## config.mk

```make
export PLATFORM = sky130hd
export DESIGN_NAME = ex_mem_branch_stage
export DESIGN_NICKNAME = d
export VERILOG_FILES = /design/src/rtl/ex_mem_branch_stage.sv
export SDC_FILE = /design/constraint.sdc
export NUM_CORES = 1
export LEC_CHECK = 0
export ABC_CLOCK_PERIOD_IN_PS = 7600
export CAP_MARGIN = 20
export CORE_UTILIZATION = 42
export CTS_CLUSTER_DIAMETER = 200
export CTS_CLUSTER_SIZE = 28
export DETAILED_ROUTE_END_ITERATION = 8
export PLACE_DENSITY = 0.94
export SYNTH_ARGS = -nofsm -noshare
export SYNTH_HDL_FRONTEND = slang
export SYNTH_SLANG_ARGS = --single-unit
```

## constraint.sdc

```tcl
create_clock -name clock -period 7.6 [get_ports clock]
set_clock_uncertainty 0.15 [all_clocks]
set_input_delay 1.52 -clock clock [delete_from_list [all_inputs] [get_ports clock]]
set_output_delay 1.52 -clock clock [all_outputs]
set_load 0.01 [all_outputs]
```

## src/rtl/ex_mem_branch_stage.sv

```systemverilog
// EX->MEM pipeline register with BNE/BLT resolution, one-cycle fetch redirect
// and squashing of the SHADOW younger instructions behind a taken branch.
module ex_mem_branch_stage #(
  parameter int unsigned DATA_W  = 32,
  parameter int unsigned REG_W   = 5,
  parameter int unsigned SHADOW  = 2,
  parameter logic [4:0]  OPC_BNE = 5'b00010,
  parameter logic [4:0]  OPC_BLT = 5'b00110
) (
  input  logic              clock,
  input  logic              reset,
  input  logic              in_valid,
  input  logic [4:0]        in_opcode,
  input  logic [REG_W-1:0]  in_rd,
  input  logic [DATA_W-1:0] in_target,
  input  logic [DATA_W-1:0] data_result,
  input  logic              isNotEqual,
  input  logic              isLessThan,
  input  logic              ctrl_stall,
  output logic              in_ready,
  output logic              out_valid,
  output logic [DATA_W-1:0] out_result,
  output logic [REG_W-1:0]  out_rd,
  output logic              out_wb,
  output logic              redirect_valid,
  output logic [DATA_W-1:0] redirect_pc,
  output logic              squash_active
);

  localparam int unsigned CNT_W = (SHADOW > 0) ? $clog2(SHADOW + 1) : 1;

  typedef enum logic {RUN, SQUASH} state_t;

  state_t           state, state_next;
  logic [CNT_W-1:0] cnt, cnt_next;
  logic             accept, is_branch, taken, redirect_set;

  assign accept    = in_valid & ~ctrl_stall;
  assign is_branch = (in_opcode == OPC_BNE) | (in_opcode == OPC_BLT);
  assign taken     = ((in_opcode == OPC_BNE) & isNotEqual) |
                     ((in_opcode == OPC_BLT) & isLessThan);

  assign in_ready      = ~ctrl_stall;
  assign squash_active = (state == SQUASH);

  always_ff @(posedge clock or posedge reset) begin
    if (reset) begin
      state <= RUN;
      cnt   <= '0;
    end else begin
      state <= state_next;
      cnt   <= cnt_next;
    end
  end

  always_comb begin
    state_next   = state;
    cnt_next     = cnt;
    redirect_set = 1'b0;
    if (accept) begin
      unique case (state)
        RUN: begin
          if (taken) begin
            redirect_set = 1'b1;
            if (SHADOW > 0) begin
              state_next = SQUASH;
              cnt_next   = CNT_W'(SHADOW);
            end
          end
        end
        SQUASH: begin
          // Saturating decrement; leaving on the last slot means a taken
          // branch in that slot is dropped without a redirect.
          cnt_next = (cnt != '0) ? cnt - CNT_W'(1) : '0;
          if (cnt <= CNT_W'(1)) state_next = RUN;
        end
        default: state_next = RUN;
      endcase
    end
  end

  always_ff @(posedge clock or posedge reset) begin
    if (reset) begin
      out_valid      <= 1'b0;
      out_result     <= '0;
      out_rd         <= '0;
      out_wb         <= 1'b0;
      redirect_valid <= 1'b0;
      redirect_pc    <= '0;
    end else begin
      // The redirect pulse is not subject to the stall hold.
      redirect_valid <= redirect_set;
      if (redirect_set) redirect_pc <= in_target;
      if (!ctrl_stall) begin
        if (accept && state == RUN) begin
          out_valid  <= 1'b1;
          out_result <= data_result;
          out_rd     <= in_rd;
          out_wb     <= ~is_branch & (in_rd != '0);
        end else begin
          out_valid <= 1'b0;
          out_wb    <= 1'b0;
        end
      end
    end
  end

endmodule

```

Yosys cells after proc, flatten, opt, wreduce, memory -nomap -nowiden
Cells that the tools add are included.
- memories kept: 0
- word-level logic and storage cells: 37
- register bits: 75
- output and inout bits: 74
- bits of input ports: 80
- bits in read-only memories: 0
- latch bits: 0
- RAM bits: 0
- muxes and demuxes: 10
- bitwise operators: 9
- divide/modulo/power cells: 0
- $lt $le $gt $ge: 1
- eq/ne operators: 3
- shifts and indexed selects: 0
- add/sub/neg operators: 1
- multipliers: 0
- reductions and logical operators: 5
- operator list (cell ; number):
    1-bit two-way mux ; 6
    5-bit by 2-bit equality test with 1-bit output (second input constant) ; 1
    5-bit by 3-bit equality test with 1-bit output (second input constant) ; 1
    5-bit nonzero test ; 1
    1-bit AND ; 4
    2-bit two-way mux ; 2
    2-bit one-hot mux with 2 select lines ; 1
    2-bit AND reduction ; 2
    1-bit inverter ; 3
    2-bit by 1-bit less-or-equal comparator with 1-bit output (second input constant) ; 1
    2-bit inequality test (second input constant) ; 1
    1-bit OR ; 2
    1-bit one-hot mux with 2 select lines ; 1
    2-bit nonzero test ; 1
    2-bit by 1-bit subtractor with 2-bit output (second input constant) ; 1
    1-bit logical AND ; 1

Longest topological paths before layout
Gate-level depths: netlist of run 1.
- depth in word-level cells: 6
- mapped depth: 5
- depth with buffers taken out: 3

Worst setup path after synthesis of run 1
Ideal clock, no wire load.
- path kind: in2reg
- start: input port in_opcode[0]
- end: register redirect_pc[10]
- setup slack: 4.328 ns
- arrival time: 2.997 ns
- buffers on the path: 1
- stages on the path: 4
- library setup time: 0.125 ns
- path through: or4b_4 nor4_4 buf_6 mux2_2
- longest elaborated chain between the ends: 6
- ends and longest elaborated chain (element ; line ; text):
    start, declared ; 13 ; input logic [4:0] in_opcode,
    5-bit by 2-bit equality test with 1-bit output / 5-bit by 3-bit equality test with 1-bit output (equally long branches) ; 40, 41 ;
    1-bit AND, on equally long branches ; 40, 41 ;
    1-bit OR (*) ; 40 ; assign taken = ((in_opcode == OPC_BNE) & isNotEqual) |
    1-bit two-way mux (*) ; 63 ; if (taken) begin
    1-bit two-way mux (*) ; 61 ; unique case (state)
    1-bit two-way mux (*) ; 60 ; if (accept) begin
    end signal, assigned ; 93 ; if (redirect_set) redirect_pc <= in_target;
    end, declared ; 26 ; output logic [DATA_W-1:0] redirect_pc,
Mark *: on every way between the ends. The rest lies on a longest branch, timed or not.
A chain may end at the register's enable or synchronous reset.

Worst setup path in the final report of run 1
- start: input port ctrl_stall
- end: output port in_ready
- longest elaborated chain between the ends: 1
- ends and longest elaborated chain (element ; line ; text):
    start, declared ; 19 ; input logic ctrl_stall,
    1-bit inverter (no source line) ; - ;
    end, declared ; 20 ; output logic in_ready,
No other way between the ends.

==> results of run 1 <==
[kinds of logic after synthesis]
kind of cell / Yosys count / synth area share
AO/OA/AOI/OAI: 7 / 0.0166
AND/OR/NAND/NOR: 12 / 0.0293
flip-flops: 75 / 0.657
multiplexers: 70 / 0.275
buffers and inverters: 10 / 0.0219
[cell type report]
class | instances | area [um2] | share of cell area
sequential | 75 | 1880 | 0.401
tap | 77 | 96.3 | 0.0206
multi-input combinational | 89 | 926 | 0.198
clock buffer | 12 | 155 | 0.0331
timing repair buffer | 155 | 1550 | 0.330
clock inverter | 4 | 72.6 | 0.0155
inverter | 3 | 11.3 | 0.00240
[power groups by stage]
stage | Combinational (mW) | Clock, mW | Sequential [mW]
2_1_floorplan | 0.0658 | 0 | 0.519
3_3_place_gp | 0.259 | 0 | 0.489
3_5_place_dp | 0.265 | 0 | 0.494
4_1_cts | 0.267 | 0.353 | 0.486
5_1_grt | 0.279 | 0.371 | 0.493
6_report | 0.263 | 0.343 | 0.485
[stage by stage]
stage	cells	hold slack [ps]	util	area (um2)	setup WS, ps
CTS	415	339	0.725	4680	3360
floorplan	174	336	-	2860	4020
global placement	399	319	0.690	4460	3370
global route	415	354	0.725	4680	3310
detailed placement	399	321	0.690	4460	3360
finish	415	336	0.725	4680	3360
[critical path, delay by kind of cell]
kind,cells,cell delay [ps]
buffers and inverters,3,1050
[cell usage in the layout (no fill, tap or decap), drive strengths merged, types with 2 or more instances in the layout]
master         synthesis  final
mux2                  69     69
bufinv                 0      2
clkdlybuf4s50          0    153
nor2                   2      2
clkbuf                 0     12
o21ai                  3      3
nand2                  3      3
or3                    2      2
dfrtp                 75     75
buf                    7      2
inv                    3      3
[how the worst max path moves through the flow]
stage / startpoint / end / slack, ps / cells past startpoint
2_1_floorplan: reset / cnt[0] / 4020 / 1
3_3_place_gp: ctrl_stall / in_ready / 3370 / 3
3_5_place_dp: ctrl_stall / in_ready / 3360 / 3
4_1_cts: ctrl_stall / in_ready / 3360 / 3
5_1_grt: ctrl_stall / in_ready / 3310 / 3
6_report: ctrl_stall / in_ready / 3360 / 3
[per-layer routing]
layer | wire length, um | track usage | vias up
li1 | - | - | 931
met5 | 0 | 0 | -
met2 | 3410 | 0.344 | 100
met4 | 190 | 0.102 | 0
met3 | 534 | 0.0669 | 15
met1 | 2560 | 0.231 | 995
[flip-flops by register name, indices dropped and copies added, names as in the netlist]
signal / flops
out_result: 32
redirect_pc: 32
out_rd: 5
cnt: 2
out_valid: 1
out_wb: 1
redirect_valid: 1
squash_active: 1
==> results summary, run 1 <==
The net count after synthesis came out at 254. The share of synthesized flip-flops with an asynchronous set or reset is 1.00. The run finished, with violations left. Setup repair after global routing left no endpoint under its margin. The number of I/O pins is between 150 and 200.

The worst-skew pair later-pin latency is 330 ps. The via count of the first global-routing pass came to between 2,000 and 2,500. The global-route usage over all layers came out at 0.203. The placement row count came out at 29. The number of filler cells placed in the layout is 459.

The net switching power is roughly 260 uW. The total of cells resized after clock tree synthesis came out at 0. The data arrival at the endpoint of the critical path is 2570 ps. The time the final worst path needs with I/O delays and setup is 4240 ps.

The analysis attributes to cell leakage a power of 1.99 nW. In this run the clock root is driven by a sky130_fd_sc_hd__clkbuf_8. The most common cell in the synthesized netlist is sky130_fd_sc_hd__dfrtp_1.

For this run, the register share of the synthesized area comes to 0.657. The checks that failed: DRC. Headroom to the max-slew limit came out at 0.294. The critical path startpoint category is an input pin.

After synthesis the cells add up to 2860 um2. Detailed placement ended at an HPWL of 4770 um. The mean post-synth cell area is about 16 um2. The share of synthesized area in the top cell type comes to 0.657. Counting stages on the worst path, the most repeated cell is sky130_fd_sc_hd__clkdlybuf4s50_1. Traced cell by cell, the critical path runs through clkdlybuf4s50_1 -> inv_1 -> clkdlybuf4s50_1. The total die area came out at 7140 um2. The portion of total power attributed to sequential cells is 0.445. For the final routed database, the setup TNS stands at 0 ps. For flop-to-flop paths, the worst setup slack is 5550 ps. The data required time at the worst endpoint came out at 5930 ps. The share of total power dissipated in the clock network is 0.314. The fraction of power spent switching nets came out at 0.237.

The starting utilization of the core area is 0.442. The detail route stage leaves a number of antenna-violating nets equal to 0. The largest total area in the synthesized netlist belongs to sky130_fd_sc_hd__dfrtp_1. The worst setup path is captured at an output pin. The number of max-capacitance violations reported came out at 0. The depth of the worst register-to-register path came out at 2. The share of the cycle needed by the critical path after routing came out at 0.558.

In the final routed layout, each cell accounts on average for 16.1 um. Setup violations remaining at the end of the flow were counted as 0. The clock drives 75 sinks.

The part of the total power dissipated in combinational logic is 0.241. For this design the ratio of total power to cell area is 233 nW/um2. The routability congestion estimate from global placement is approximately 0.71. The clock transition time at the flip-flop clock pins of the worst setup and hold paths is approximately 80 ps.

TritonCTS built the clock tree. Counting instances in the post-synthesis netlist gives the leading cell types as sky130_fd_sc_hd__dfrtp_1, sky130_fd_sc_hd__mux2_2. The maximum frequency from static timing analysis is 0.236 GHz. The number of design rule violations left after detail routing came out at 11.

In this run the worst path has a maximum fanout of 4. The path class of the lowest-slack min-delay path is flip-flop to flip-flop. The count of cells along the worst hold path is 1. The final layout net count is 413. The detailed-router iteration count before antenna repair is 7. Power comes to 1.09 mW.

In this run, the number of DRC markers left after iteration 0 of detailed routing was 72. The number of vias per cell after detailed routing is 4.92. The width of the die is 84.5 um. For the pin with the worst max-slew slack, the measured transition is around 1100 ps. The final hold violation count is 0. The destination of the worst register-to-register timing path is out_result[27]. The final max-slew violation count came out at 0. Wires add up to 6700 um.

The number of antenna violations at the first check in global routing is 0. Clock tree synthesis inserted a total of 9 buffers. The first-pass GRT wire length is 11,000 um. In this run the most critical hold path is launched from out_valid. By area the synthesized netlist is led by sky130_fd_sc_hd__dfrtp_1, sky130_fd_sc_hd__mux2_2, sky130_fd_sc_hd__buf_6, sky130_fd_sc_hd__nor4_4, sky130_fd_sc_hd__o21ai_0. For this design, the CTS-stage hold fixing added 0 buffers. The maximum root-to-sink buffer count came out at 2. The post-CTS setup repair buffer count is 0.

The count of state elements after synthesis came out at 75. The number of cells produced by synthesis came out at ~170. The port buffer count came out at around 150. The largest individual stage delay along the critical path comes from the cell sky130_fd_sc_hd__clkdlybuf4s50_1. The distinct cell type count after synthesis is 21. From bottom edge to top edge, the die measures 84.5 um.

The share of final-layout standard cells stronger than drive strength 1 is 0.269. The routed via count came out at a little over 2,000. The number of synthesized flops with an enable pin came out at 0.

The pin count of the biggest net entering global routing came out at between 70 and 80. The largest stage delay on the critical path came out at between 500 and 600 ps. The signed area change from the synthesized netlist to the final layout came out at 63.9%.

In the synthesized netlist the dominant register cell turns out to be sky130_fd_sc_hd__dfrtp_1. The worst-case IR drop observed on VDD is 0.000141 V. The internal power of the cells totals 833 uW. The count of yosys warnings during synthesis is 0.

The core box area is 6460 um2. The startpoint identified for the worst register-to-register timing path is squash_active. The worst setup path is of the input pin to output pin kind.

Summed over all layers, the global routing overflow is 0. The number of antenna diodes in the final layout is 0. The path with the worst hold slack has its endpoint at out_valid. The number of H-tree branching levels is 3.
(Power assumes the default switching activity.)
==> run 2, diff against run 1 <==
==> config.mk (replaced) <==
export PLATFORM = sky130hd
export DESIGN_NAME = ex_mem_branch_stage
export DESIGN_NICKNAME = d
export VERILOG_FILES = /design/src/rtl/ex_mem_branch_stage.sv
export SDC_FILE = /design/constraint.sdc
export NUM_CORES = 1
export LEC_CHECK = 0
export ABC_CLOCK_PERIOD_IN_PS = 3900
export CAP_MARGIN = 20
export CORE_UTILIZATION = 35
export CTS_CLUSTER_DIAMETER = 200
export CTS_CLUSTER_SIZE = 28
export DETAILED_ROUTE_END_ITERATION = 8
export PLACE_DENSITY = 0.84
export SYNTH_ARGS = -nofsm -noshare
export SYNTH_HDL_FRONTEND = slang
export SYNTH_SLANG_ARGS = --single-unit
==> constraint.sdc (replaced) <==
create_clock -name clock -period 3.9 [get_ports clock]
set_clock_uncertainty 0.15 [all_clocks]
set_input_delay 0.78 -clock clock [delete_from_list [all_inputs] [get_ports clock]]
set_output_delay 0.78 -clock clock [all_outputs]
set_load 0.01 [all_outputs]
==> run 2 against run 1 <==
Against the previous run:
- the flow now finishes without violations
- wire length down 3.6%
- flip-flop and latch count unchanged
- hold slack better by 21 ps
- global-route usage down 4.8 points
- via count down 1.4%
- combinational power up 94%
- design area up 1.5%
- clock power up 110%
==> results summary, run 2 (synthesis gave the netlist of run 1 again) <==
The flow ran to the end, and the final reports show no timing, DRC or antenna violations. The maximum frequency from static timing analysis is 0.360 GHz. The depth of the worst register-to-register path came to 3 (+1).

The total die area is 8530 um2 (+20%). The maximum fanout along the worst path was 4 (unchanged). The number of max-capacitance violations reported came out at 0 (unchanged).

The detailed placer's ending HPWL is 4750 um (-0.31%). The core box area came out at 7810 um2 (+21%). The first-pass GRT wire length came out at 10,200 um (-6.5%). The setup slack of the worst register-to-register path came out at 2000 ps (-3550 ps). The average wire per standard cell was 14.7 um (-9.1%). The clock tree from TritonCTS is done. The number of vias per cell after detailed routing came out at 4.57 (-7.0%). The final layout net count came out at 414 (+0.24%). Clock tree synthesis selected as its root buffer the cell sky130_fd_sc_hd__clkbuf_8. The aggregate negative setup slack came to 0 ps (unchanged). The number of clock sinks seen by CTS is 75 (unchanged). The die extent in y is 92.4 um (+9.3%). The share of the cycle needed by the critical path after routing came out at 0.713. In this run the worst setup path terminates at in_ready.

The worst-margin pin slew is 715 ps (-341 ps). The number of hold buffers added after cts came to 0 (unchanged). The final hold violation count came to 0 (unchanged). The ratio of total power to cell area came to 459 nW/um2 (+97%).

Relative to the synthesized area, the layout overhead comes to 66.5%. The data required time at the worst endpoint came out at 2970 ps (-2960 ps). The endpoint kind of the worst setup timing path is an output pin. The worst hold path begins at redirect_pc[24]. Tracing the worst setup path back leads to its startpoint at ctrl_stall. The number of antenna violations at the first check in global routing came out at 0 (unchanged). The share of final-layout standard cells stronger than drive strength 1 came out at 0.272 (+0.00296). The aggregate global routing overflow is 0 (unchanged). The maximum root-to-sink buffer count came out at 2 (unchanged).

The pin count of the biggest net entering global routing came out at 44 (-42%). In the final layout, the registers with the most flip-flops are out_result (32), redirect_pc (32), out_rd (5). The first-iteration detailed-routing DRC count is 23 (-68%).

The routed via count is 2,012 (-1.4%). The routability congestion estimate from global placement came out at 0.733 (+3.2%). The path class of the lowest-slack min-delay path is flip-flop to flip-flop. The leakage power is 2.01 nW (+0.94%). The antenna violation net count after detailed routing is 0 (unchanged). The number of design rule violations left after detail routing is 0 (-11). The total wirelength of the detailed-routed design came out at 6460 um (-3.6%). The port buffer count is 153 (unchanged). The starting utilization of the core area was 0.366 (-0.0764). The via count of the first global-routing pass came out at 2,163 (-3.7%).

The placement row count is 32 (+10%). The final max-slew violation count is 0 (unchanged). The setup violation total in the final timing report came out at 0 (unchanged). STA classifies the critical path startpoint as an input pin. The number of antenna cells inserted came out at 0 (unchanged). The number of H-tree branching levels is 3 (unchanged).

The detailed-router iteration count before antenna repair is 4 (-3). The total of cells resized after clock tree synthesis is 0 (unchanged). The post-CTS setup repair buffer count came out at 0 (unchanged).

The clock buffer count from CTS came out at 9 (unchanged). The total design power is 2.18 mW (+100%). The width of the die came out at 92.4 um (+9.3%). Setup repair after global routing left no endpoint under its margin.

The number of filler cells placed in the layout was 602 (+31%). The clock transition time at the flip-flop clock pins of the worst setup and hold paths is 70 ps (about the same). The worst supply voltage drop on vdd came out at 0.000237 V (+68%). Leaving out fill and tap cells, the most frequent cell in the layout is sky130_fd_sc_hd__clkdlybuf4s50_1. The worst-skew pair later-pin latency came to 330 ps (about the same).

The global-route usage over all layers is 0.155 (-0.0482). In the layout the commonest cells are sky130_fd_sc_hd__clkdlybuf4s50_1, sky130_fd_sc_hd__dfrtp_1, sky130_fd_sc_hd__mux2_2. The data arrival at the endpoint of the critical path is 1850 ps (-720 ps). The worst setup path is of the input pin to output pin kind. The number of I/O pins is 154 (unchanged). The worst slew slack as a fraction of its limit came to 0.522 (+0.229). The worst register-to-register path begins at squash_active.

The worst path in the final design needs a cycle of 2780 ps, including I/O delays and setup. The endpoint identified for the worst register-to-register timing path is redirect_pc[1].
==> run 2: cell types whose count changed in the layout (fill, tap and decap cells not counted), sizes merged <==
cell    change
clkbuf      -1
bufinv      +1
buf         +1
clkinv      -1
==> run 2: final cells by class <==
cell class / instances / area [um2] / share of cell area
multi-input combinational: 89 / 926 / 0.195
tap: 102 / 128 / 0.0268
clock buffer: 11 / 151 / 0.0318
timing repair buffer: 156 / 1570 / 0.329
sequential: 75 / 1880 / 0.395
clock inverter: 4 / 97.6 / 0.0205
inverter: 3 / 11.3 / 0.00237
==> run 2: worst max-delay path, stage by stage <==
cell                              delay, ps
sky130_fd_sc_hd__clkdlybuf4s50_1        470
sky130_fd_sc_hd__inv_1                   80
sky130_fd_sc_hd__clkdlybuf4s50_1        530
==> run 2: worst min-delay path by stage <==
stage	cells after the start	endpoint	slack, ps
after floorplan	2	cnt[1]	340
after global placement	1	out_valid	320
after detailed placement	1	out_valid	340
after CTS	1	out_result[11]	360
after global routing	1	redirect_pc[30]	380
final	1	redirect_pc[24]	360
==> run 2: report_power, final <==
group | switching, mW | internal [mW] | total (mW) | leakage (nW)
clock | 0.268 | 0.457 | 0.725 | 0.122
combinational | 0.170 | 0.341 | 0.511 | 0.953
sequential | 0.0583 | 0.889 | 0.947 | 0.933
total | 0.497 | 1.69 | 2.18 | 2.01
==> run 2: routing by layer <==
layer	share of wire	vias up	routed length (um)	GRT usage
li1	-	932	-	-
met1	0.40	975	2600	0.177
met2	0.50	96	3210	0.266
met3	0.087	9	559	0.0525
met4	0.014	0	88	0.0625
met5	0	-	0	0
==> run 2: stage by stage <==
stage                     hold WS (ps)   util  cell area [um2]  worst slack [ps]  cells
after floorplan                    336      -             2860              1060    174
after global placement             321  0.577             4510               875    425
after detailed placement           342  0.577             4510               822    425
after CTS                          361  0.609             4760              1120    440
after global routing               376  0.609             4760              1070    440
final                              357  0.609             4760              1120    440
